<file path="config.mk">
export PLATFORM = sky130hd
export DESIGN_NAME = axil2iob
export DESIGN_NICKNAME = d
export VERILOG_FILES = /design/src/rtl/axil2iob_pkg.sv /design/src/rtl/iob_reg_e.sv /design/src/rtl/axil2iob.sv
export SDC_FILE = /design/constraint.sdc
export NUM_CORES = 1
export LEC_CHECK = 0
export CORE_ASPECT_RATIO = 1.1
export CORE_MARGIN = 1
export CORE_UTILIZATION = 41
export DETAILED_ROUTE_END_ITERATION = 16
export PLACE_DENSITY = 0.82
export REMOVE_ABC_BUFFERS = 1
export SLEW_MARGIN = 20
export SYNTH_ARGS = -nofsm -noshare
export SYNTH_HDL_FRONTEND = slang
export SYNTH_HIERARCHICAL = 1
export SYNTH_SLANG_ARGS = --single-unit
</file>
<file path="constraint.sdc">
create_clock -name clk_i -period 2 [get_ports clk_i]
set_input_delay 0.2 -clock clk_i [delete_from_list [all_inputs] [get_ports clk_i]]
set_output_delay 0.2 -clock clk_i [all_outputs]
set_load 0.02 [all_outputs]
</file>
<file path="src/rtl/axil2iob_pkg.sv">
// rtl/axil2iob_pkg.sv - shared types and constants for the AXI-Lite to IOb bridge
package axil2iob_pkg;

    localparam int PROT_W = 3;

    localparam logic [1:0] RESP_OKAY = 2'b00;

    typedef enum logic [2:0] {
        IDLE    = 3'd0,
        WR_REQ  = 3'd1,
        WR_RESP = 3'd2,
        RD_REQ  = 3'd3,
        RD_WAIT = 3'd4,
        RD_RESP = 3'd5
    } state_t;

endpackage

</file>
<file path="src/rtl/iob_reg_e.sv">
// rtl/iob_reg_e.sv - generic register with enable and synchronous active-high reset
//
// Ports:
//   clk  rising-edge clock
//   rst  synchronous reset, clears q to zero
//   en   load enable
//   d    next value loaded when en is 1
//   q    registered value
module iob_reg_e #(
    parameter int DATA_W = 1
) (
    input  logic              clk,
    input  logic              rst,
    input  logic              en,
    input  logic [DATA_W-1:0] d,
    output logic [DATA_W-1:0] q
);

    always_ff @(posedge clk) begin
        if (rst) begin
            q <= '0;
        end else if (en) begin
            q <= d;
        end
    end

endmodule

</file>
<file path="src/rtl/axil2iob.sv">
// rtl/axil2iob.sv - AXI-Lite slave to IOb master bridge, one outstanding transaction
//
// Ports:
//   clk_i, rst_i            clock and synchronous active-high reset
//   axil_aw*/w*/b*          AXI-Lite write address, write data and write response
//   axil_ar*/r*             AXI-Lite read address and read data
//   iob_*                   IOb master request (avalid/addr/wdata/wstrb/ready) and
//                           read return (rvalid/rdata)
// Every output is decoded from registered state only.
module axil2iob
    import axil2iob_pkg::*;
#(
    parameter int AXIL_ADDR_W = 32,
    parameter int AXIL_DATA_W = 32,
    parameter int ADDR_W      = AXIL_ADDR_W,
    parameter int DATA_W      = AXIL_DATA_W
) (
    input  logic                     clk_i,
    input  logic                     rst_i,

    input  logic                     axil_awvalid_i,
    output logic                     axil_awready_o,
    input  logic [AXIL_ADDR_W-1:0]   axil_awaddr_i,
    input  logic [PROT_W-1:0]        axil_awprot_i,

    input  logic                     axil_wvalid_i,
    output logic                     axil_wready_o,
    input  logic [AXIL_DATA_W-1:0]   axil_wdata_i,
    input  logic [AXIL_DATA_W/8-1:0] axil_wstrb_i,

    output logic                     axil_bvalid_o,
    input  logic                     axil_bready_i,
    output logic [1:0]               axil_bresp_o,

    input  logic                     axil_arvalid_i,
    output logic                     axil_arready_o,
    input  logic [AXIL_ADDR_W-1:0]   axil_araddr_i,
    input  logic [PROT_W-1:0]        axil_arprot_i,

    output logic                     axil_rvalid_o,
    input  logic                     axil_rready_i,
    output logic [AXIL_DATA_W-1:0]   axil_rdata_o,
    output logic [1:0]               axil_rresp_o,

    output logic                     iob_avalid_o,
    output logic [ADDR_W-1:0]        iob_addr_o,
    output logic [DATA_W-1:0]        iob_wdata_o,
    output logic [DATA_W/8-1:0]      iob_wstrb_o,
    input  logic                     iob_ready_i,
    input  logic                     iob_rvalid_i,
    input  logic [DATA_W-1:0]        iob_rdata_i
);

    localparam int STRB_W = DATA_W / 8;
    localparam int AW_W   = ADDR_W + 1;
    localparam int W_W    = 1 + DATA_W + STRB_W;

    // Each holding register stores {full, payload}. A load happens either on
    // accepting a new beat (only possible while empty) or on clearing the full
    // flag (only possible while full), so the two never collide.
    logic              aw_take, aw_clr, aw_full;
    logic [ADDR_W-1:0] aw_addr;
    logic [AW_W-1:0]   aw_d, aw_q;

    logic              w_take, w_clr, w_full;
    logic [DATA_W-1:0] w_data;
    logic [STRB_W-1:0] w_strb;
    logic [W_W-1:0]    w_d, w_q;

    logic              ar_take, ar_clr, ar_full;
    logic [ADDR_W-1:0] ar_addr;
    logic [AW_W-1:0]   ar_d, ar_q;

    assign aw_take = axil_awvalid_i & ~aw_full;
    assign aw_d    = aw_take ? {1'b1, axil_awaddr_i[ADDR_W-1:0]} : {1'b0, aw_addr};
    assign aw_full = aw_q[AW_W-1];
    assign aw_addr = aw_q[ADDR_W-1:0];

    assign w_take  = axil_wvalid_i & ~w_full;
    assign w_d     = w_take ? {1'b1, axil_wdata_i, axil_wstrb_i} : {1'b0, w_data, w_strb};
    assign w_full  = w_q[W_W-1];
    assign w_data  = w_q[STRB_W +: DATA_W];
    assign w_strb  = w_q[STRB_W-1:0];

    assign ar_take = axil_arvalid_i & ~ar_full;
    assign ar_d    = ar_take ? {1'b1, axil_araddr_i[ADDR_W-1:0]} : {1'b0, ar_addr};
    assign ar_full = ar_q[AW_W-1];
    assign ar_addr = ar_q[ADDR_W-1:0];

    iob_reg_e #(.DATA_W(AW_W)) aw_reg (
        .clk(clk_i), .rst(rst_i), .en(aw_take | aw_clr), .d(aw_d), .q(aw_q)
    );

    iob_reg_e #(.DATA_W(W_W)) w_reg (
        .clk(clk_i), .rst(rst_i), .en(w_take | w_clr), .d(w_d), .q(w_q)
    );

    iob_reg_e #(.DATA_W(AW_W)) ar_reg (
        .clk(clk_i), .rst(rst_i), .en(ar_take | ar_clr), .d(ar_d), .q(ar_q)
    );

    assign axil_awready_o = ~aw_full;
    assign axil_wready_o  = ~w_full;
    assign axil_arready_o = ~ar_full;

    logic wr_pend, rd_pend;
    assign wr_pend = aw_full & w_full;
    assign rd_pend = ar_full;

    state_t            state, state_next;
    logic              rr, rr_next;
    logic              rdata_load;
    logic [DATA_W-1:0] rdata;

    always_ff @(posedge clk_i) begin
        if (rst_i) begin
            state <= IDLE;
            rr    <= 1'b0;
            rdata <= '0;
        end else begin
            state <= state_next;
            rr    <= rr_next;
            if (rdata_load) begin
                rdata <= iob_rdata_i;
            end
        end
    end

    always_comb begin
        state_next   = state;
        rr_next      = rr;
        aw_clr       = 1'b0;
        w_clr        = 1'b0;
        ar_clr       = 1'b0;
        rdata_load   = 1'b0;
        iob_avalid_o = 1'b0;
        iob_addr_o   = '0;
        iob_wdata_o  = '0;
        iob_wstrb_o  = '0;
        case (state)
            IDLE: begin
                // rr == 0 favours the write when both are pending.
                if (wr_pend && (!rd_pend || !rr)) begin
                    rr_next = ~rr;
                    // An all-zero strobe would look like a read on IOb, so
                    // the write is acknowledged without touching the bus.
                    if (w_strb == '0) begin
                        aw_clr     = 1'b1;
                        w_clr      = 1'b1;
                        state_next = WR_RESP;
                    end else begin
                        state_next = WR_REQ;
                    end
                end else if (rd_pend) begin
                    rr_next    = ~rr;
                    state_next = RD_REQ;
                end
            end
            WR_REQ: begin
                iob_avalid_o = 1'b1;
                iob_addr_o   = aw_addr;
                iob_wdata_o  = w_data;
                iob_wstrb_o  = w_strb;
                if (iob_ready_i) begin
                    aw_clr     = 1'b1;
                    w_clr      = 1'b1;
                    state_next = WR_RESP;
                end
            end
            WR_RESP: begin
                if (axil_bready_i) begin
                    state_next = IDLE;
                end
            end
            RD_REQ: begin
                iob_avalid_o = 1'b1;
                iob_addr_o   = ar_addr;
                if (iob_ready_i) begin
                    ar_clr     = 1'b1;
                    state_next = RD_WAIT;
                end
            end
            RD_WAIT: begin
                if (iob_rvalid_i) begin
                    rdata_load = 1'b1;
                    state_next = RD_RESP;
                end
            end
            RD_RESP: begin
                if (axil_rready_i) begin
                    state_next = IDLE;
                end
            end
            default: begin
                state_next = IDLE;
            end
        endcase
    end

    assign axil_bvalid_o = (state == WR_RESP);
    assign axil_bresp_o  = RESP_OKAY;
    assign axil_rvalid_o = (state == RD_RESP);
    assign axil_rresp_o  = RESP_OKAY;
    assign axil_rdata_o  = rdata;

    // Protection bits carry no meaning for IOb; address bits above ADDR_W are dropped.
    logic unused_ok;
    assign unused_ok = ^{axil_awprot_i, axil_arprot_i, axil_awaddr_i, axil_araddr_i};

endmodule
</file>
==> flow_summary.toml, run 1 <==
[clock_tree]
cts_tree = "yes"
cts_made_buffers = 17
cts_sinks = 139
insertion_delay_ps = 410
clockBufferDepth = 2
cts_hold_buf = 0
cts-htree-levels = 4
ctsRootBufferMaster = "clkbuf_16"
path_clk_slew_ps = 60

[cells_and_area]
antennaDiodeCount = 0
fill_cells = 1522
fin_area_mm2 = 0.01056
area_delta_synth_final_pct = 47.13
drive_gt1_share_pct = 22.58
nets = 1148

[pwr]
power.total_uw = 9715
p_leak_uw = 0.004525
powerDensity_mw_per_mm2 = 920.1
power_frac_seq_pct = 32.7
p_comb_share_pct = 32.3
internal_power_uw = 6794
p_switching_uw = 2921
clkPwrFrac_pct = 35.0
p_sw_share_pct = 30.07
ir_worst_vdd_v = 0.0005863

[timing]
skew_ps = 9.349
rsz0062_at_grt = "yes"
setup-violations-final = 1
fin_crit_ps = 2010
fin_crit_sh_pct = 100.5
layout_setup_ws_ps = -9.560
hold_viol = 0
clock.fmax_ghz = 0.4976
slew_viol_final = 0

[detailed_routing]
routedWlPerCell_um = 15.26
via_count = 5978
drtAntennaViolNets = 0
drc_errors = 0
via_per_inst = 4.790
wl_um = 19040
drt_pass1_iterations = 4
drt_iter0_drc = 222

[floorplan]
pin_count = 257
start_util_pct = 42.01
die_width_um = 128.1
rows = 50
core_mm2 = 0.01708
dieArea_mm2 = 0.01804
die_h_um = 140.8

[synthesis]
ys_seq_area_share_pct = 38.78
synthArstFlopShare_pct = 0
netlist_instances = 753
synth-seq-cells = 139
synth-main-ff-cell = "dfxtp_1"
avgSynthCellArea_um2 = 9.529
syn_area_mm2 = 0.007176
yosys_warnings = 6
synth-edff-count = 0
synth_cell_types = 37

[flow_run]
max_cap_violations = 0

[grt]
antenna_found_initial = 0
grt_start_max_net_pins = 48
track_usage_pct = 20.72
grt.overflow.total = 0
grt_pass1_vias = 6082
grt_pass1_wl_um = 29650

[run_status]
violations = "negative setup slack"
outcome = "complete, but fails checks"

[critical_path]
start_kind = "flop"
crit_path_top_delay_cell = "or4_4"
endpoint_kind = "flop"
required_ps = 2280
crit_arrival_ps = 2290
slowest_delay_ps = 550
path_max_fanout = 12
crit_chain = "or4_4 > nor4b_4 > o21ai_2 > nand2b_4 > buf_12 > mux2i_1 > nor2_1"
crit_type = "reg -> reg"

[placement]
dp_hpwl_um = 13080
gp_congestion = 0.7645
dpl_cell_area_mm2 = 0.009951
numPortBuffers = 246

[worst_hold_path]
worstHoldPathType = "in -> reg"
## cells in the mapped netlist (2+ instances only)
master / n / area [um2]
a21oi_1: 36 / 180.2
and2_1: 37 / 231.5
nor2b_1: 5 / 31.28
inv_1: 5 / 18.77
mux2_2: 100 / 1126
clkbuf_1: 22 / 82.58
mux2i_1: 136 / 1361
nor3b_1: 2 / 15.01
buf_4: 5 / 37.54
nand2_1: 68 / 255.2
nand2b_1: 5 / 31.28
clkbuf_2: 4 / 20.02
buf_6: 6 / 67.56
buf_12: 9 / 180.2
buf_2: 17 / 85.08
nor2_1: 137 / 514.2
dfxtp_1: 139 / 2783
## cells in the final DEF, fill, tap and decap left out, types with 2 or more instances in the layout
| cell | count |
|---|---|
| conb_1 | 4 |
| dlygate4sd2_1 | 35 |
| clkbuf_16 | 20 |
| and2_1 | 37 |
| nand2b_4 | 2 |
| nand2_1 | 68 |
| buf_6 | 3 |
| mux2_2 | 100 |
| mux2i_1 | 135 |
| clkbuf_2 | 17 |
| nor2_1 | 137 |
| buf_12 | 15 |
| clkdlybuf4s15_2 | 4 |
| bufinv_16 | 4 |
| buf_2 | 15 |
| dfxtp_2 | 2 |
| dfxtp_1 | 137 |
| clkinv_2 | 2 |
| inv_6 | 5 |
| nor3b_1 | 2 |
| clkdlybuf4s50_1 | 174 |
| nand2b_2 | 2 |
| nor2b_4 | 3 |
| nor2b_1 | 2 |
| buf_4 | 22 |
| inv_1 | 5 |
| a21oi_1 | 36 |
| clkinv_4 | 2 |
## power by group through the flow
stage                     Clock, uW  Sequential [uW]  Combinational [uW]
after floorplan                   0             3310                1610
after global placement            0             3210                2900
after detailed placement          0             3220                2930
after CTS                      3490             3170                2910
after global routing           3610             3210                3370
final                          3400             3170                3140
## final timing paths
check / depth (start not counted) / to / startpoint / slack [ps]
setup / recovery: 7 / aw_reg/q[11]$_SDFFE_PP0P_ / w_reg/q[0]$_SDFFE_PP0P_ / -10
hold / removal: 2 / aw_reg/q[24]$_SDFFE_PP0P_ / rst_i / 200
setup reg to reg: 7 / aw_reg/q[11]$_SDFFE_PP0P_ / w_reg/q[0]$_SDFFE_PP0P_ / -10
hold reg to reg: 2 / axil_rdata_o[23]$_SDFFE_PP0P_ / axil_rdata_o[23]$_SDFFE_PP0P_ / 450
## layer usage
layer	up-vias	share of wire [%]	wire length, um	global-route usage, %
li1	3014	-	-	-
met1	2790	43	8240	23.88
met2	138	50	9555	37.07
met3	36	3.8	728	4.630
met4	0	2.7	516	7.926
met5	-	0	0	0
## worst max-delay path, delay by kind of cell (launching register included)
family / cells / cell delay, ps
AO/OA/AOI/OAI: 1 / 140
buffers and inverters: 1 / 170
flip-flops: 1 / 310
multiplexers: 1 / 210
AND/OR/NAND/NOR: 4 / 1050
## repair_timing
action	4_1_cts	5_1_grt
gates resized for setup	132	42
pin swaps	0	2
gates cloned	0	3
buffers inserted	0	3
setup endpoints to repair	141	130
## metrics by stage
step | std cells | setup slack (ps) | utilization [%] | hold WS, ps | TNS (ps)
CTS | 1242 | -16.01 | 62.01 | 188.3 | -130.6
floorplan | 693 | -1909 | - | 269.1 | -212610
global placement | 1210 | -58.49 | 58.26 | 440.4 | -2032
detailed placement | 1210 | -112.6 | 58.26 | 445.3 | -4589
global route | 1248 | -95.57 | 61.82 | 210.8 | -2201
finish | 1248 | -9.560 | 61.82 | 202.5 | -9.560
## flip-flops by register name, summed over array words and instances, names as in the netlist
signal	flops
w_reg/q	37
state	3
aw_reg/q	33
ar_reg/q	33
rr	1
axil_rdata_o	32
## cell type report
| cell class | instances | area [um2] | share of cell area, % |
|---|---|---|---|
| Timing Repair Buffer | 289 | 2843 | 26.93 |
| Sequential cell | 139 | 2785 | 26.38 |
| Inverter | 5 | 18.77 | 0.1778 |
| Multi-Input combinational cell | 549 | 3983 | 37.72 |
| Tap cell | 234 | 292.8 | 2.773 |
| Clock buffer | 17 | 425.4 | 4.029 |
| Clock inverter | 15 | 210.2 | 1.991 |
## cells by family (layout without fill, tap and decap cells)
kind of cell / count (synthesis) / in the layout / share of synthesized area (%)
buffers and inverters: 68 / 326 / 6.853
DFF: 139 / 139 / 38.78
muxes: 236 / 236 / 34.66
other: 1 / 4 / 0.05226
xor gates and xnor gates: 1 / 1 / 0.1221
AOI/OAI and AO/OA: 41 / 41 / 3.017
and+or+nand+nor: 267 / 267 / 16.51
Power figures use the tool's default switching activity.
==> run 2, diff against run 1 <==
--- a/config.mk
+++ b/config.mk
@@ -8,6 +8,7 @@
 export CORE_ASPECT_RATIO = 1.1
 export CORE_MARGIN = 1
 export CORE_UTILIZATION = 41
+export CTS_CLUSTER_DIAMETER = 30
 export DETAILED_ROUTE_END_ITERATION = 16
 export PLACE_DENSITY = 0.82
 export REMOVE_ABC_BUFFERS = 1
==> results of run 2 <==
The final DEF is identical to that of run 1; final timing and power are the same.
==> run 3, diff against run 2 <==
--- a/config.mk
+++ b/config.mk
@@ -5,6 +5,7 @@
 export SDC_FILE = /design/constraint.sdc
 export NUM_CORES = 1
 export LEC_CHECK = 0
+export CAP_MARGIN = 20
 export CORE_ASPECT_RATIO = 1.1
 export CORE_MARGIN = 1
 export CORE_UTILIZATION = 41
==> results of run 3 <==
The final DEF is identical to that of run 1; final timing and power are the same.
